==> src/rtl/seg7_capture.sv <==
// Seven-segment loopback monitor: filters glitches on an active-low segment bus,
// decodes stable patterns to hex and emits one event per new stable pattern.
module seg7_capture #(
    parameter int STABLE_CYCLES = 4
) (
    input  logic       clk,
    input  logic       rst_n,
    input  logic [6:0] seg,
    input  logic       out_ready,
    output logic       out_valid,
    output logic [3:0] out_val,
    output logic       out_blank,
    output logic       out_err,
    output logic       overrun,
    input  logic       clr_overrun
);

    localparam logic [6:0] BLANK   = 7'h7F;
    localparam logic [7:0] CNT_MAX = 8'(STABLE_CYCLES);
    localparam logic [7:0] CNT_PRE = 8'(STABLE_CYCLES - 1);

    typedef enum logic {EMPTY, FULL} buf_state_t;

    buf_state_t state;
    logic [6:0] seg_q;
    logic [6:0] last_rep;
    logic [7:0] cnt;

    logic       same;
    logic       event_fire;
    logic       drop;
    logic [3:0] dec_val;
    logic       dec_blank;
    logic       dec_err;

    // The event fires on the edge where cnt steps from STABLE_CYCLES-1 to STABLE_CYCLES.
    assign same       = (seg == seg_q);
    assign event_fire = same && (cnt == CNT_PRE) && (seg_q != last_rep);
    assign drop       = event_fire && (state == FULL) && !out_ready;
    assign out_valid  = (state == FULL);

    // NOTE: every output of a combinational block gets a default first so no latch is inferred.
    always_comb begin
        dec_val   = 4'h0;
        dec_blank = 1'b0;
        dec_err   = 1'b0;
        case (seg_q)
            7'h40: dec_val = 4'h0;
            7'h79: dec_val = 4'h1;
            7'h24: dec_val = 4'h2;
            7'h30: dec_val = 4'h3;
            7'h19: dec_val = 4'h4;
            7'h12: dec_val = 4'h5;
            7'h02: dec_val = 4'h6;
            7'h78: dec_val = 4'h7;
            7'h00: dec_val = 4'h8;
            7'h10: dec_val = 4'h9;
            7'h08: dec_val = 4'hA;
            7'h03: dec_val = 4'hB;
            7'h46: dec_val = 4'hC;
            7'h21: dec_val = 4'hD;
            7'h06: dec_val = 4'hE;
            7'h0E: dec_val = 4'hF;
            BLANK: dec_blank = 1'b1;
            default: dec_err = 1'b1;
        endcase
    end

    // NOTE: state registers use non-blocking assignments so all flops update together at the edge.
    always_ff @(posedge clk) begin
        if (!rst_n) begin
            state     <= EMPTY;
            seg_q     <= BLANK;
            last_rep  <= BLANK;
            cnt       <= 8'd0;
            out_val   <= 4'h0;
            out_blank <= 1'b0;
            out_err   <= 1'b0;
            overrun   <= 1'b0;
        end else begin
            seg_q <= seg;
            if (!same)
                cnt <= 8'd0;
            else if (cnt < CNT_MAX)
                cnt <= cnt + 8'd1;

            if (event_fire)
                last_rep <= seg_q;

            case (state)
                EMPTY: begin
                    if (event_fire) begin
                        state     <= FULL;
                        out_val   <= dec_val;
                        out_blank <= dec_blank;
                        out_err   <= dec_err;
                    end
                end
                FULL: begin
                    if (out_ready && event_fire) begin
                        out_val   <= dec_val;
                        out_blank <= dec_blank;
                        out_err   <= dec_err;
                    end else if (out_ready) begin
                        state <= EMPTY;
                    end
                end
                default: state <= EMPTY;
            endcase

            // A coinciding drop beats the clear request.
            if (drop)
                overrun <= 1'b1;
            else if (clr_overrun)
                overrun <= 1'b0;
        end
    end

endmodule

==> config.mk <==
export PLATFORM = sky130hd
export DESIGN_NAME = seg7_capture
export DESIGN_NICKNAME = d
export VERILOG_FILES = /design/src/rtl/seg7_capture.sv
export SDC_FILE = /design/constraint.sdc
export NUM_CORES = 1
export LEC_CHECK = 0
export CAP_MARGIN = 5
export CORE_UTILIZATION = 30
export DETAILED_ROUTE_END_ITERATION = 8
export GPL_ROUTABILITY_DRIVEN = 0
export HOLD_SLACK_MARGIN = 0.12
export PLACE_DENSITY = 0.5
export SLEW_MARGIN = 10
export SYNTH_ARGS = -nofsm -noshare
export SYNTH_HDL_FRONTEND = slang
export SYNTH_SLANG_ARGS = --single-unit
==> constraint.sdc <==
create_clock -name clk -period 2.6 [get_ports clk]
set_clock_uncertainty 0.15 [all_clocks]
set_input_delay 0.39 -clock clk [delete_from_list [all_inputs] [get_ports clk]]
set_output_delay 0.39 -clock clk [all_outputs]
set_load 0.005 [all_outputs]
# --- Word level (Yosys, flattened, before mapping) ---
# Index checks and enable logic that the tools add are counted.
op_classes:
  magnitude_cmp: 1
  n_eq_ne: 21
  n_mux: 18
  n_reduce_logical: 11
  addsub: 1
  bitwise: 1
ops:
  columns: ["cell", "n"]
  rows:
  - ["4-bit one-hot mux with 15 select lines", 1]
  - ["7-bit equality test, second input constant", 5]
  - ["7-bit by 5-bit equality test with 1-bit output, second input constant", 3]
  - ["7-bit by 6-bit equality test with 1-bit output, second input constant", 3]
  - ["17-bit OR reduction", 1]
  - ["7-bit by 2-bit equality test with 1-bit output, second input constant", 2]
  - ["7-bit by 4-bit equality test with 1-bit output, second input constant", 2]
  - ["1-bit two-way mux", 11]
  - ["8-bit by 1-bit adder with 8-bit output, second input constant", 1]
  - ["8-bit by 2-bit equality test with 1-bit output, second input constant", 1]
  - ["8-bit by 3-bit less-than comparator with 1-bit output, second input constant", 1]
  - ["4-bit two-way mux", 2]
  - ["4-bit one-hot mux with 2 select lines", 1]
  - ["7-bit by 3-bit equality test with 1-bit output, second input constant", 1]
  - ["7-bit equality test", 1]
  - ["7-bit logical NOT", 1]
  - ["7-bit != test", 1]
  - ["1-bit one-hot mux with 2 select lines", 3]
  - ["1-bit logical AND", 5]
  - ["2-bit AND reduction", 2]
  - ["2-bit by 1-bit != test with 1-bit output, second input constant", 1]
  - ["2-bit != test, second input constant", 1]
  - ["2-bit nonzero test", 1]
  - ["1-bit logical NOT", 1]
  - ["1-bit NOT", 1]
totals:
  ff_bits: 30
  output_inout_bits: 8
  wordCells: 61

# --- Depth between registers and ports, before layout ---
# Gate-level depths: netlist of the first run.
depth:
  depth_word: 6
  depth_mapped: 7

# --- Worst setup path before layout of the first run ---
# No wires, ideal clock.
synth_timing:
  path_type: "flip-flop to flip-flop"
  start: "reg seg_q[5]"
  end: "reg out_val[2]"
  setup_slack_ns: 0.821
  required_ns: 2.331
  synth_period_minus_slack_ns: 1.779
  n_path_buf: 1
  path_stages_with_launch: 7
  arrival_time_ns: 1.511
  cell_sequence: "dfxtp_1 -> buf_2 -> xor2_1 -> nor4_2 -> a41o_2 -> nor3_4 -> o221a_1"
synth_between:
  elab_chain_cells: 6
  word_cells_on_any_way: 27
  classes_between: "18 x eq/ne; 4 x mux; 5 x reduce/logical"
synth_lines:
  columns: ["item", "line", "rtl"]
  rows:
  - ["start: declaration", "25", "logic [6:0] seg_q;"]
  - ["start signal: assignment", "81", "seg_q <= seg;"]
  - ["parallel branches: the longest is 6 deep, another holds 4-bit one-hot mux with 15 select lines", null, null]
  - ["end signal: assignment", "94", "out_val <= dec_val;"]
  - ["end signal: assignment", "101", "out_val <= dec_val;"]
  - ["end: declaration", "11", "output logic [3:0] out_val,"]
# Several ways; the timed one is not identified. The select of a mux whose other input is x is not followed.
# A chain may end at the register's enable or synchronous reset.

# --- Worst setup path in the final report of the first run ---
layout_timing:
  start: "reg cnt[2]"
  end: "reg out_val[2]"
layout_between:
  elab_chain_cells: 6
  word_cells_on_any_way: 7
  classes_between: "3 x eq/ne; 4 x reduce/logical"
layout_lines:
  columns: ["item", "line", "rtl"]
  rows:
  - ["start: declaration", "27", "logic [7:0] cnt;"]
  - ["start signal: assignment", "85", "cnt <= cnt + 8'd1;"]
  - ["8-bit by 2-bit equality test with 1-bit output (*)", "38", "assign event_fire = same && (cnt == CNT_PRE) && (seg_q != last_rep);"]
  - ["1-bit logical AND (*) (2 in series)", "38", null]
  - ["1-bit logical AND", "100", "if (out_ready && event_fire) begin"]
  - ["2-bit by 1-bit != test with 1-bit output (no source line)", null, null]
  - ["2-bit AND reduction (no source line) (*)", null, null]
# Every way passes the cells marked *; elsewhere a longest branch is shown, timed or not.

==> impl_metrics.prom, run 1 <==
# TYPE chip_impl_metric gauge
chip_impl_metric{name="ios",unit=""} 19
chip_impl_metric{name="power.clock.fraction",unit="%"} 38.8
chip_impl_metric{name="synthesis.instances",unit=""} 190
chip_impl_metric{name="total_vias_in_the_final_route",unit=""} 1414
chip_impl_metric{name="drt_drc_violations_left",unit=""} 0
chip_impl_metric{name="synth.avg_cell_area",unit="um2"} 8.54
chip_impl_info{name="final_common_cell",value="sky130_fd_sc_hd__dfxtp_1"} 1
chip_impl_metric{name="drt-wirelength-per-cell",unit="um"} 13.9
chip_impl_metric{name="overall_die_height",unit="um"} 75.6
chip_impl_metric{name="worst_skew_pair.late_latency",unit="ns"} 0.28
chip_impl_metric{name="timing.final.hold_violations",unit=""} 0
chip_impl_metric{name="max_transition_viols_final",unit=""} 0
chip_impl_metric{name="area_delta_synth_final",unit="%"} 21.7
chip_impl_metric{name="clock.fmax",unit="MHz"} 442
chip_impl_metric{name="number_of_antenna_violations_at_the_first_check_in_global_routing",unit=""} 0
chip_impl_metric{name="power.sequential.fraction",unit="%"} 50.0
chip_impl_metric{name="timing.max_slew.rel_slack",unit="%"} 54.5
chip_impl_metric{name="io_buffers",unit=""} 18
chip_impl_metric{name="numClockSinks",unit=""} 30
chip_impl_info{name="timing.critical_path.max_delay_family",value="compound AO/OA/AOI/OAI gates"} 1
chip_impl_metric{name="grt.total_usage",unit="%"} 16.2
chip_impl_metric{name="fin_worst_hold_slack",unit="ns"} 0.306
chip_impl_metric{name="maximum_number_of_buffers_from_clock_root_to_sink",unit=""} 2
chip_impl_metric{name="tritoncts.num_buffers",unit=""} 5
chip_impl_metric{name="period_share",unit="%"} 87.1
chip_impl_metric{name="grt-ovfl-total",unit=""} 0
chip_impl_metric{name="critical-path-max-stage-delay",unit="ns"} 0.60
chip_impl_metric{name="drive_above_1_share",unit="%"} 12.9
chip_impl_metric{name="totalWireLength",unit="um"} 3870
chip_impl_metric{name="dpl-instance-area",unit="mm2"} 0.00189
chip_impl_metric{name="final.setup.tns",unit="ns"} 0
chip_impl_metric{name="seq_area_frac_synth",unit="%"} 37.0
chip_impl_metric{name="setup_violations",unit=""} 0
chip_impl_metric{name="antenna_cells",unit=""} 0
chip_impl_metric{name="drt.antenna.violating_nets",unit=""} 0
chip_impl_info{name="hold_path_class",value="reg2reg"} 1
chip_impl_metric{name="synth_nets",unit=""} 202
chip_impl_metric{name="grt_pass1_vias",unit=""} 1401
chip_impl_metric{name="tightest_slew",unit="ns"} 0.682
chip_impl_metric{name="share_comb_of_total_power",unit="%"} 11.2
chip_impl_metric{name="ys_async_sr_fraction",unit="%"} 0
chip_impl_metric{name="rows",unit=""} 26
chip_impl_metric{name="switching_share",unit="%"} 24.1
chip_impl_metric{name="cts_post_setup_buffers_inserted",unit=""} 0
chip_impl_metric{name="cts_resized",unit=""} 0
chip_impl_metric{name="maxCapViolations",unit=""} 0
chip_impl_metric{name="r2r_slack",unit="ns"} 0.34
chip_impl_metric{name="switching_component_of_the_power",unit="W"} 0.000229
chip_impl_metric{name="synth_enable_flop_cells",unit=""} 0
chip_impl_info{name="cp_cell_sequence",value="nor4_2 > nand3_1 > a41oi_2 > nand4_1 > o221a_1"} 1
chip_impl_info{name="run_status",value="finished, final reports clean"} 1
chip_impl_metric{name="h_tree_depth",unit=""} 2
chip_impl_metric{name="internal_power",unit="W"} 0.000718
chip_impl_metric{name="hold_fix_buffer_count_after_cts",unit=""} 0
chip_impl_metric{name="synth-seq-cells",unit=""} 30
chip_impl_metric{name="cell_area_after_synthesis",unit="mm2"} 0.00162
chip_impl_metric{name="dp_hpwl",unit="um"} 2760
chip_impl_metric{name="netlist-cell-type-count",unit=""} 48
chip_impl_metric{name="core_area",unit="mm2"} 0.00517
chip_impl_metric{name="p_per_area",unit="mW/mm2"} 479
chip_impl_metric{name="chipWidth",unit="um"} 75.6
chip_impl_info{name="highest_count_cells_in_the_layout_ignoring_fill_and_taps",value="30 x sky130_fd_sc_hd__dfxtp_1, 18 x sky130_fd_sc_hd__nand3_1, 18 x sky130_fd_sc_hd__clkdlybuf4s50_1, 14 x sky130_fd_sc_hd__nor2_1, 13 x sky130_fd_sc_hd__buf_4"} 1
chip_impl_metric{name="post-route-min-period",unit="ns"} 2.26
chip_impl_metric{name="peakVddDrop",unit="mV"} 0.242
chip_impl_metric{name="nNetsFinal",unit=""} 222
chip_impl_info{name="yosys_most_used_dff",value="sky130_fd_sc_hd__dfxtp_1"} 1
chip_impl_metric{name="critical_path_required",unit="ns"} 2.61
chip_impl_metric{name="via_per_inst",unit=""} 5.07
chip_impl_metric{name="cell_leakage_power",unit="nW"} 0.707
chip_impl_info{name="tritoncts",value="done"} 1
chip_impl_metric{name="pin_count_of_the_biggest_net_entering_global_routing",unit=""} 18
chip_impl_info{name="start_kind",value="flip-flop"} 1
chip_impl_metric{name="detailedRoute.firstIterationViolations",unit=""} 123
chip_impl_info{name="unrepaired_setup_endpoints_after_global_routing",value="false"} 1
chip_impl_metric{name="final_cell_area",unit="mm2"} 0.00198
chip_impl_metric{name="grt_pass1_wl",unit="um"} 6730
chip_impl_info{name="critical_path_s_slowest_cell",value="sky130_fd_sc_hd__a41oi_2"} 1
chip_impl_metric{name="yosys_synthesis_warning_count",unit=""} 0
chip_impl_info{name="clock_root_buffer",value="sky130_fd_sc_hd__clkbuf_8"} 1
chip_impl_metric{name="timing.critical_path.buf_inv",unit=""} 0
chip_impl_metric{name="critical_path_arrival",unit="ns"} 2.28
chip_impl_metric{name="clock_pin_slew_reported_for_the_worst_setup_and_hold_paths_after_clock_tree_synthesis",unit="ns"} 0.06
chip_impl_metric{name="worstPathMaxFanout",unit=""} 14
chip_impl_info{name="worstSetupEndpointType",value="flip-flop"} 1
chip_impl_metric{name="number_of_fill_cells_in_the_layout",unit=""} 549
chip_impl_metric{name="fp.dieArea",unit="mm2"} 0.00571
chip_impl_metric{name="start_util",unit="%"} 31.4
chip_impl_info{name="timing.setup.critical_path_class",value="reg2reg"} 1
chip_impl_metric{name="total_power",unit="W"} 0.000946
chip_impl_metric{name="detail_route.first_pass.iterations",unit=""} 4
==> tightest hold or removal path: stages (launching register included) <==
cell,delay (ns)
sky130_fd_sc_hd__dfxtp_1,0.31
sky130_fd_sc_hd__nand2_1,0.05
sky130_fd_sc_hd__o21ai_1,0.05
==> sequential cells by signal, indices dropped and copies added (netlist names) <==
register,flops
out_blank,1
out_err,1
cnt,8
seg_q,7
out_valid,1
last_rep,7
out_val,4
overrun,1
==> worst paths after layout <==
check	startpoint	endpoint	depth (start not counted)
worst min register to register	out_blank	out_blank	2
worst max-delay path	cnt[2]	out_val[2]	5
worst max register to register	cnt[2]	out_val[2]	5
worst min-delay path	out_blank	out_blank	2
==> through the flow <==
stage	cells	setup WS (ns)	util [%]
global route	279	0.157	38.2
detailed placement	273	0.228	36.6
CTS	279	0.327	38.2
finish	279	0.336	38.2
global placement	273	0.260	36.6
floorplan	190	0.821	-
==> cells by family after synthesis <==
kind of cell | after synthesis | synth area share (%)
muxes | 1 | 0.617
and+or+nand+nor | 83 | 30.6
adders and majority gates | 1 | 0.771
AOI/OAI and AO/OA | 34 | 14.3
xor gates and xnor gates | 18 | 9.71
DFF | 30 | 37.0
buffers and inverters | 23 | 7.02
==> power by group through the flow <==
| stage | clock (W) | sequential (W) | combinational [W] |
|---|---|---|---|
| detailed placement | 0 | 0.000483 | 0.000105 |
| CTS | 0.000382 | 0.000473 | 0.000106 |
| global route | 0.000409 | 0.000474 | 0.000117 |
| finish | 0.000367 | 0.000473 | 0.000106 |
| global placement | 0 | 0.000484 | 0.000106 |
| floorplan | 0 | 0.000478 | 0.0000720 |
==> area by class of cell <==
| type | count | area (um2) | area share [%] |
|---|---|---|---|
| multi-input cells | 137 | 908 | 46.0 |
| flip-flops and latches | 30 | 601 | 30.4 |
| repair buffers | 31 | 278 | 14.1 |
| well taps | 70 | 87.6 | 4.43 |
| clock buffers | 6 | 82.6 | 4.18 |
| inverters | 5 | 18.8 | 0.950 |
==> routing by layer <==
| layer | up-vias | part of all wire (%) | global-route usage [%] | wire [um] |
|---|---|---|---|---|
| li1 | 720 | - | - | - |
| met1 | 675 | 50 | 20.6 | 1930 |
| met2 | 13 | 47 | 26.9 | 1810 |
| met3 | 6 | 2.0 | 3.17 | 76 |
| met4 | 0 | 1.6 | 6.79 | 61 |
| met5 | - | 0 | 0 | 0 |
==> Yosys cell counts, types with 2 or more instances <==
| cell | number | area share (%) |
|---|---|---|
| sky130_fd_sc_hd__or3_1 | 3 | 1.2 |
| sky130_fd_sc_hd__nor4_2 | 3 | 2.3 |
| sky130_fd_sc_hd__xor2_1 | 12 | 6.5 |
| sky130_fd_sc_hd__buf_2 | 10 | 3.1 |
| sky130_fd_sc_hd__nand2_1 | 7 | 1.6 |
| sky130_fd_sc_hd__a22oi_1 | 2 | 0.92 |
| sky130_fd_sc_hd__o21ai_0 | 10 | 3.1 |
| sky130_fd_sc_hd__a31oi_1 | 4 | 1.5 |
| sky130_fd_sc_hd__buf_1 | 2 | 0.46 |
| sky130_fd_sc_hd__buf_4 | 2 | 0.92 |
| sky130_fd_sc_hd__nor3_1 | 2 | 0.62 |
| sky130_fd_sc_hd__nand2b_1 | 8 | 3.1 |
| sky130_fd_sc_hd__nand4_1 | 7 | 2.7 |
| sky130_fd_sc_hd__and3_1 | 6 | 2.3 |
| sky130_fd_sc_hd__o22ai_1 | 2 | 0.77 |
| sky130_fd_sc_hd__nor2_1 | 14 | 3.2 |
| sky130_fd_sc_hd__inv_1 | 5 | 1.2 |
| sky130_fd_sc_hd__nand3b_1 | 2 | 0.92 |
| sky130_fd_sc_hd__a21oi_1 | 4 | 1.2 |
| sky130_fd_sc_hd__nand3_1 | 18 | 5.6 |
| sky130_fd_sc_hd__nor4bb_1 | 2 | 1.2 |
| sky130_fd_sc_hd__clkbuf_1 | 3 | 0.69 |
| sky130_fd_sc_hd__xnor2_1 | 6 | 3.2 |
| sky130_fd_sc_hd__a211oi_1 | 3 | 1.4 |
| sky130_fd_sc_hd__dfxtp_1 | 30 | 37 |
Power figures use the tool's default switching activity.
==> inputs of run 2 (changes only) <==
--- a/config.mk
+++ b/config.mk
@@ -6,11 +6,12 @@
 export NUM_CORES = 1
 export LEC_CHECK = 0
 export CAP_MARGIN = 5
-export CORE_UTILIZATION = 30
+export CORE_UTILIZATION = 54
+export CTS_CLUSTER_DIAMETER = 50
 export DETAILED_ROUTE_END_ITERATION = 8
 export GPL_ROUTABILITY_DRIVEN = 0
 export HOLD_SLACK_MARGIN = 0.12
-export PLACE_DENSITY = 0.5
+export PLACE_DENSITY = 0.79
 export SLEW_MARGIN = 10
 export SYNTH_ARGS = -nofsm -noshare
 export SYNTH_HDL_FRONTEND = slang
==> impl_metrics.prom, run 2 (synthesis gave the netlist of run 1 again) <==
# TYPE chip_impl_metric gauge
chip_impl_metric{name="final_cell_area",unit="mm2"} 0.00188
chip_impl_metric{name="numClockSinks",unit=""} 30
chip_impl_metric{name="share_comb_of_total_power",unit="%"} 9.8
chip_impl_metric{name="power.sequential.fraction",unit="%"} 51.0
chip_impl_metric{name="period_share",unit="%"} 88.4
chip_impl_metric{name="detailedRoute.firstIterationViolations",unit=""} 122
chip_impl_metric{name="tightest_slew",unit="ns"} 0.633
chip_impl_metric{name="peakVddDrop",unit="mV"} 0.394
chip_impl_info{name="worstSetupEndpointType",value="flip-flop"} 1
chip_impl_metric{name="hold_path_depth",unit=""} 2
chip_impl_metric{name="switching_component_of_the_power",unit="W"} 0.000234
chip_impl_metric{name="drive_above_1_share",unit="%"} 11.2
chip_impl_metric{name="area_delta_synth_final",unit="%"} 15.7
chip_impl_metric{name="dp_hpwl",unit="um"} 2650
chip_impl_metric{name="pin_count_of_the_biggest_net_entering_global_routing",unit=""} 21
chip_impl_info{name="timing.critical_path.from",value="seg_q[2]"} 1
chip_impl_metric{name="overall_die_height",unit="um"} 56.8
chip_impl_metric{name="number_of_antenna_violations_at_the_first_check_in_global_routing",unit=""} 0
chip_impl_metric{name="number_of_fill_cells_in_the_layout",unit=""} 237
chip_impl_metric{name="drt-wirelength-per-cell",unit="um"} 15.7
chip_impl_metric{name="start_util",unit="%"} 57.9
chip_impl_metric{name="hold_fix_buffer_count_after_cts",unit=""} 0
chip_impl_info{name="hold_end",value="out_blank"} 1
chip_impl_metric{name="worstPathMaxFanout",unit=""} 14
chip_impl_metric{name="drt_drc_violations_left",unit=""} 2
chip_impl_metric{name="post-route-min-period",unit="ns"} 2.30
chip_impl_metric{name="grt_pass1_vias",unit=""} 1418
chip_impl_metric{name="tritoncts.num_buffers",unit=""} 5
chip_impl_info{name="worstReg2RegStart",value="seg_q[2]"} 1
chip_impl_metric{name="ios",unit=""} 19
chip_impl_info{name="tritoncts",value="done"} 1
chip_impl_info{name="timing.setup.critical_path_class",value="reg2reg"} 1
chip_impl_metric{name="internal_power",unit="W"} 0.000708
chip_impl_metric{name="via_per_inst",unit=""} 6.19
chip_impl_metric{name="final-seq-area",unit="um2"} 601
chip_impl_info{name="hold_start",value="out_blank"} 1
chip_impl_metric{name="largest_register_ffs",unit=""} 8
chip_impl_metric{name="switching_share",unit="%"} 24.9
chip_impl_info{name="run_status",value="complete, but fails checks"} 1
chip_impl_metric{name="worst_skew_pair.late_latency",unit="ns"} 0.35
chip_impl_metric{name="h_tree_depth",unit=""} 2
chip_impl_metric{name="rows",unit=""} 19
chip_impl_metric{name="timing.final.hold_violations",unit=""} 0
chip_impl_metric{name="io_buffers",unit=""} 18
chip_impl_metric{name="fp.dieArea",unit="mm2"} 0.00323
chip_impl_metric{name="nNetsFinal",unit=""} 216
chip_impl_metric{name="drt.antenna.violating_nets",unit=""} 0
chip_impl_metric{name="detail_route.first_pass.iterations",unit=""} 6
chip_impl_metric{name="setup_violations",unit=""} 0
chip_impl_info{name="final_common_cell",value="sky130_fd_sc_hd__dfxtp_1"} 1
chip_impl_info{name="start_kind",value="flip-flop"} 1
chip_impl_info{name="layout_top_registers",value="cnt x8, last_rep x7, seg_q x7"} 1
chip_impl_metric{name="cts_resized",unit=""} 0
chip_impl_metric{name="power.clock.fraction",unit="%"} 39.2
chip_impl_metric{name="p_per_area",unit="mW/mm2"} 502
chip_impl_info{name="failed_checks",value="DRC"} 1
chip_impl_metric{name="clock.fmax",unit="MHz"} 435
chip_impl_metric{name="multiInputGateArea",unit="um2"} 908
chip_impl_metric{name="total_vias_in_the_final_route",unit=""} 1461
chip_impl_metric{name="dpl-instance-area",unit="mm2"} 0.00180
chip_impl_metric{name="maxCapViolations",unit=""} 0
chip_impl_metric{name="rr_worst_depth",unit=""} 6
chip_impl_metric{name="critical_path_arrival",unit="ns"} 2.42
chip_impl_metric{name="clock_pin_slew_reported_for_the_worst_setup_and_hold_paths_after_clock_tree_synthesis",unit="ns"} 0.11
chip_impl_metric{name="grt_pass1_wl",unit="um"} 6310
chip_impl_metric{name="timing.final.ws_setup",unit="ns"} 0.300
chip_impl_metric{name="chipWidth",unit="um"} 56.8
chip_impl_info{name="unrepaired_setup_endpoints_after_global_routing",value="false"} 1
chip_impl_info{name="highest_count_cells_in_the_layout_ignoring_fill_and_taps",value="30 x sky130_fd_sc_hd__dfxtp_1, 18 x sky130_fd_sc_hd__nand3_1, 18 x sky130_fd_sc_hd__clkdlybuf4s50_1, 14 x sky130_fd_sc_hd__nor2_1, 12 x sky130_fd_sc_hd__xor2_1"} 1
chip_impl_metric{name="timing.max_slew.rel_slack",unit="%"} 57.8
chip_impl_metric{name="r2r_slack",unit="ns"} 0.30
chip_impl_metric{name="grt.total_usage",unit="%"} 25.5
chip_impl_metric{name="grt-ovfl-total",unit=""} 0
chip_impl_metric{name="antenna_cells",unit=""} 0
chip_impl_metric{name="max_transition_viols_final",unit=""} 0
chip_impl_metric{name="preCtsSetupSlack",unit="ns"} 0.143
chip_impl_metric{name="cell_leakage_power",unit="nW"} 0.681
chip_impl_info{name="hold_path_class",value="reg2reg"} 1
chip_impl_metric{name="core_area",unit="mm2"} 0.00281
chip_impl_info{name="clock_root_buffer",value="sky130_fd_sc_hd__clkbuf_4"} 1
chip_impl_info{name="registers.top_by_ff_count",value="cnt"} 1
chip_impl_metric{name="maximum_number_of_buffers_from_clock_root_to_sink",unit=""} 2
chip_impl_info{name="capture_instance_of_the_worst_register_to_register_path",value="cnt[2]"} 1
chip_impl_metric{name="totalWireLength",unit="um"} 3710
chip_impl_metric{name="final.setup.tns",unit="ns"} 0
chip_impl_metric{name="critical_path_required",unit="ns"} 2.72
chip_impl_metric{name="cts_post_setup_buffers_inserted",unit=""} 0
[run 2: cell count changes in the layout (fill, tap and decap cells not counted)]
cell                        change
sky130_fd_sc_hd__clkbuf_8       -6
sky130_fd_sc_hd__bufinv_16      +1
sky130_fd_sc_hd__clkbuf_4       +5
sky130_fd_sc_hd__clkinv_2       +2
sky130_fd_sc_hd__buf_4          -6
[run 2: worst max-delay path: stages (launching register included)]
cell and delay (ns):
sky130_fd_sc_hd__dfxtp_1 0.70, sky130_fd_sc_hd__xor2_1 0.16, sky130_fd_sc_hd__nor4_2 0.29, sky130_fd_sc_hd__and4_1 0.42
sky130_fd_sc_hd__buf_4 0.24, sky130_fd_sc_hd__nand2_1 0.11, sky130_fd_sc_hd__a21oi_1 0.13
[run 2: metal layers]
metal / part of all wire (%) / wire, um / vias to the layer above / GRT usage [%]
met3: 6.2 / 230 / 17 / 6.22
met5: 0 / 0 / - / 0
met1: 40 / 1490 / 672 / 29.7
li1: - / - / 716 / -
met4: 2.9 / 108 / 0 / 10.1
met2: 51 / 1880 / 56 / 44.7
[run 2: cell type report]
class,instances,area share (%)
multi-input combinational,137,48.4
clock buffer,5,2.00
clock inverter,3,2.13
sequential,30,32.0
inverter,5,1.00
timing repair buffer,25,12.4
tap,31,2.07
[run 2: worst max path at each step]
stage / endpoint / slack, ns / cells past startpoint
floorplan: out_val[2] / 0.82 / 6
global placement: out_val[2] / 0.25 / 6
detailed placement: cnt[2] / 0.14 / 7
CTS: cnt[2] / 0.30 / 6
global route: cnt[2] / 0.11 / 6
finish: cnt[2] / 0.30 / 6
[run 2: power by group through the flow]
stage	combinational (W)	sequential [W]	clock [W]
global route	0.000101	0.000482	0.000397
detailed placement	0.0000908	0.000491	0
CTS	0.0000914	0.000480	0.000371
finish	0.0000923	0.000481	0.000369
floorplan	0.0000720	0.000478	0
global placement	0.0000868	0.000490	0
[run 2: stage by stage]
| stage | hold WS, ns | instances | utilization [%] | power (W) |
|---|---|---|---|---|
| after floorplan | 0.287 | 190 | - | 0.000550 |
| after global placement | 0.298 | 228 | 64.1 | 0.000577 |
| after detailed placement | 0.299 | 228 | 64.1 | 0.000581 |
| after CTS | 0.313 | 236 | 66.9 | 0.000943 |
| after global routing | 0.354 | 236 | 66.9 | 0.000979 |
| final | 0.313 | 236 | 66.9 | 0.000942 |
==> inputs of run 3 (changes only) <==
--- a/config.mk
+++ b/config.mk
@@ -7,6 +7,7 @@
 export LEC_CHECK = 0
 export CAP_MARGIN = 5
 export CORE_UTILIZATION = 54
+export CTS_BUF_LIST = sky130_fd_sc_hd__clkbuf_2 sky130_fd_sc_hd__clkbuf_4 sky130_fd_sc_hd__clkbuf_8
 export CTS_CLUSTER_DIAMETER = 50
 export DETAILED_ROUTE_END_ITERATION = 8
 export GPL_ROUTABILITY_DRIVEN = 0
==> results of run 3 <==
Final layout, timing and power as in run 2 (identical DEF).
